$ cat src/rtl/sat_counter.sv
// sat_counter: up-counter that sticks at all-ones.
//   clk, reset : clock, asynchronous active-high reset (count -> 0)
//   inc        : add one this cycle unless already saturated
//   clr        : synchronous clear, wins over inc
//   count      : registered count value
module sat_counter #(
  parameter int W = 16
) (
  input  logic         clk,
  input  logic         reset,
  input  logic         inc,
  input  logic         clr,
  output logic [W-1:0] count
);

  logic [W-1:0] count_q, count_d;

  always_comb begin
    count_d = count_q;
    if (clr) begin
      count_d = '0;
    end else if (inc && (count_q != '1)) begin
      count_d = count_q + W'(1);
    end
  end

  always_ff @(posedge clk or posedge reset) begin
    if (reset) begin
      count_q <= '0;
    end else begin
      count_q <= count_d;
    end
  end

  assign count = count_q;

endmodule

$ cat config.mk
export PLATFORM = sky130hd
export DESIGN_NAME = sat_counter
export DESIGN_NICKNAME = d
export VERILOG_FILES = /design/src/rtl/sat_counter.sv
export SDC_FILE = /design/constraint.sdc
export NUM_CORES = 1
export LEC_CHECK = 0
export CAP_MARGIN = 20
export CORE_MARGIN = 1.5
export CORE_UTILIZATION = 40
export DETAILED_ROUTE_END_ITERATION = 6
export PLACE_DENSITY = 0.63
export SLEW_MARGIN = 40
export SYNTH_ARGS = -nofsm -noshare
export SYNTH_HDL_FRONTEND = slang
export SYNTH_SLANG_ARGS = --single-unit
$ cat constraint.sdc
create_clock -name clk -period 3.1 [get_ports clk]
set_input_delay 0.31 -clock clk [delete_from_list [all_inputs] [get_ports clk]]
set_output_delay 0.31 -clock clk [all_outputs]
set_load 0.03 [all_outputs]
==> flow_summary.json <==
{
  "powerDensity_mw_per_mm2": 315,
  "setup-tns-final_ns": 0,
  "critPathCaptureType": "flop",
  "timing.hold.worst.class": "primary input to asynchronous set/reset pin",
  "placement.io_buffers": 19,
  "numCtsBuffers": 3,
  "timing.final.ws_setup_ns": 1.08,
  "rsz_0062_raised_after_global_routing": "false",
  "start_util": 0.421,
  "timing_worst_slew_pin_value_ns": 0.698,
  "cts.repair.resized": 0,
  "max-vdd-ir-drop_uv": 227,
  "fin_util": 0.522,
  "critical_path.reg2reg.startpoint": "count[11]",
  "place_ws_ns": 0.817,
  "switching_power_total_uw": 95.1,
  "synth-warning-count": 0,
  "clk_pin_slew_ns": 0.10,
  "slew_headroom": 0.533,
  "postSynthAreaPerCell_sq_um": 9.23,
  "antennaDiodeCount": 0,
  "maxSlewViolCount": 0,
  "rr_endpoint": "count[0]",
  "top_level_ports": 20,
  "drc": 0,
  "post_synth_inst_count": 101,
  "cts_setup_buffers": 0,
  "seq_area_frac_synth": 0.430,
  "via_per_inst": 5.89,
  "final_nets": 126,
  "leakage_uw": 0.000405,
  "cp_slowest_cell": "sky130_fd_sc_hd__nor4_1",
  "synth_fp_nets": 106,
  "layout-drive-gt1-share": 0.0756,
  "postRouteAntennaNets": 0,
  "die_x_microns": 51.3,
  "worstSetupStartpoint": "count[11]",
  "dieArea_sq_mm": 0.00263,
  "cts_tree": "yes",
  "synth_top_cell_by_area": "sky130_fd_sc_hd__dfrtp_1",
  "total_power_uw": 364,
  "clock-skew-final_ns": 0.00172,
  "critPathCapture": "count[0]",
  "synth_top_flop_cell": "sky130_fd_sc_hd__dfrtp_1",
  "core_region_area_sq_mm": 0.00221,
  "critPathArrivalTime_ns": 2.21,
  "first_global_vias": 807,
  "clock_path_buffers": 2,
  "path_cells": "nand4_1 > nor4_1 > nor2b_1 > mux2_2",
  "count_of_flip_flops_with_a_built_in_enable_after_synthesis": 0,
  "syn2layout_area_growth_pct": 23.9,
  "synth.cell_area_sq_um": 932,
  "sequentialPowerShare": 0.590,
  "cap_viol_max_count": 0,
  "fp.dieH_microns": 51.3,
  "wire_per_inst_microns": 14.9,
  "antenna_found_initial": 0,
  "status": "completed",
  "sw_frac_of_total": 0.261,
  "synth.most_common_cell": "sky130_fd_sc_hd__dfrtp_1",
  "ys_seq_elements": 16,
  "num_clock_sinks": 16,
  "crit_family": "simple AND/OR/NAND/NOR gates",
  "crit_cells": 4,
  "internal-power_uw": 269,
  "grt_first_pass_wirelength_microns": 3780,
  "async_flop_share": 1.00,
  "kind_of_start_point_of_the_critical_path": "flop",
  "drt_iter0_markers": 30,
  "data_required_time_of_the_worst_path_ns": 3.29,
  "crit_type": "flop to flop",
  "critPathBufInv": 0,
  "cts_hold_buffers": 0,
  "maximum_fanout_along_the_worst_path": 7,
  "timing.final.hold_violations": 0,
  "comb_power_share": 0.089,
  "pwr-share-clk": 0.321,
  "ctsHtreeMaxLevel": 1,
  "largest_register_ff_count": 16,
  "timing.final.crit_share": 0.652,
  "grt_start_max_net_pins": 20,
  "globalplace.congestion": 0.747,
  "reg2reg_depth": 4,
  "clock-root-buffer": "sky130_fd_sc_hd__clkbuf_4",
  "finalSetupViolCount": 0,
  "grt_usage": 0.188,
  "hpwl_microns": 1460,
  "leftover_overflow_at_the_end_of_global_routing": 0,
  "synth.lib_cells_used.distinct": 29,
  "via_count": 866,
  "detailedRoute.firstPassIterationCount": 4,
  "drt_wl_total_microns": 2190,
  "period_minus_slack_ns": 2.02,
  "clk-insertion-delay-late_ns": 0.30,
  "synth_area_leaders": "sky130_fd_sc_hd__dfrtp_1, sky130_fd_sc_hd__a21oi_1, sky130_fd_sc_hd__or4_1",
  "slowest_delay_ns": 0.68,
  "r2r_setup_slk_ns": 1.08,
  "netlist.area_leader.share": 0.430,
  "clock.fmax_mhz": 495,
  "synthTopCellsByCount": "sky130_fd_sc_hd__dfrtp_1, sky130_fd_sc_hd__a21oi_1, sky130_fd_sc_hd__nand3_1",
  "fp-row-count": 17
}
==> stage by stage <==
stage	cell area, sq um	instances	hold slack (ns)
6_report	1150	147	0.386
3_5_place_dp	1130	144	0.570
3_3_place_gp	1130	144	0.554
5_1_grt	1150	147	0.459
4_1_cts	1150	147	0.405
2_1_floorplan	932	101	0.224
==> cell families after synthesis <==
kind of cell / Yosys count / synth area share
muxes: 3 / 0.0349
AOI/OAI and AO/OA: 25 / 0.157
adders and majority gates: 1 / 0.0134
buffers and inverters: 7 / 0.0389
DFF: 16 / 0.430
and+or+nand+nor: 49 / 0.326
==> layout make-up <==
class                           count  area [sq um]
Tap cell                           28          35.0
Multi-Input combinational cell     78           495
Fill cell                         230          1060
Inverter                            3          11.3
Clock buffer                        3          22.5
Sequential cell                    16           400
Timing Repair Buffer               19           190
==> how the worst min path moves through the flow <==
stage | startpoint | slack (ns) | endpoint
after floorplan | reset | 0.22 | count[0]
final | reset | 0.39 | count[9]
after global routing | reset | 0.46 | count[9]
after detailed placement | count[14] | 0.57 | count[14]
after global placement | count[14] | 0.55 | count[14]
after CTS | reset | 0.40 | count[1]
==> metal layers <==
metal | vias to the layer above | part of all wire | wire, microns | GRT usage
met1 | 413 | 0.48 | 1060 | 0.263
met4 | 0 | 0.0087 | 19 | 0.0263
met2 | 22 | 0.46 | 1010 | 0.297
met5 | - | 0 | 0 | 0
met3 | 4 | 0.042 | 92 | 0.0526
li1 | 427 | - | - | -
==> power by group through the flow <==
| stage | Sequential (uW) | Clock (uW) | Combinational (uW) |
|---|---|---|---|
| 5_1_grt | 216 | 125 | 35.4 |
| 6_report | 215 | 117 | 32.3 |
| 3_5_place_dp | 219 | 0 | 32.5 |
| 2_1_floorplan | 223 | 0 | 16.5 |
| 4_1_cts | 215 | 120 | 32.7 |
| 3_3_place_gp | 219 | 0 | 32.3 |
==> cells in the final DEF (no fill, tap or decap), types with 2 or more instances in the layout <==
master                            count
sky130_fd_sc_hd__nand3_1              7
sky130_fd_sc_hd__inv_1                3
sky130_fd_sc_hd__mux2_2               2
sky130_fd_sc_hd__nor3_1               4
sky130_fd_sc_hd__nand2b_1             2
sky130_fd_sc_hd__nand4_1              4
sky130_fd_sc_hd__nand2_1              6
sky130_fd_sc_hd__o31ai_1              5
sky130_fd_sc_hd__nor2_1               3
sky130_fd_sc_hd__o21ai_0              5
sky130_fd_sc_hd__nor2b_1              3
sky130_fd_sc_hd__nor4_1               3
sky130_fd_sc_hd__clkbuf_4             3
sky130_fd_sc_hd__or4_1                6
sky130_fd_sc_hd__or3_1                6
sky130_fd_sc_hd__clkdlybuf4s50_1     19
sky130_fd_sc_hd__a21oi_1             12
sky130_fd_sc_hd__o41ai_1              2
sky130_fd_sc_hd__dfrtp_1             16
==> worst reg2reg max path, cell delays in order (launching register included) <==
cell                      delay [ns]
sky130_fd_sc_hd__dfrtp_1        0.47
sky130_fd_sc_hd__nand4_1        0.28
sky130_fd_sc_hd__nor4_1         0.68
sky130_fd_sc_hd__nor2b_1        0.18
sky130_fd_sc_hd__mux2_2         0.31
No activity file was read; power rests on OpenSTA's default activity.
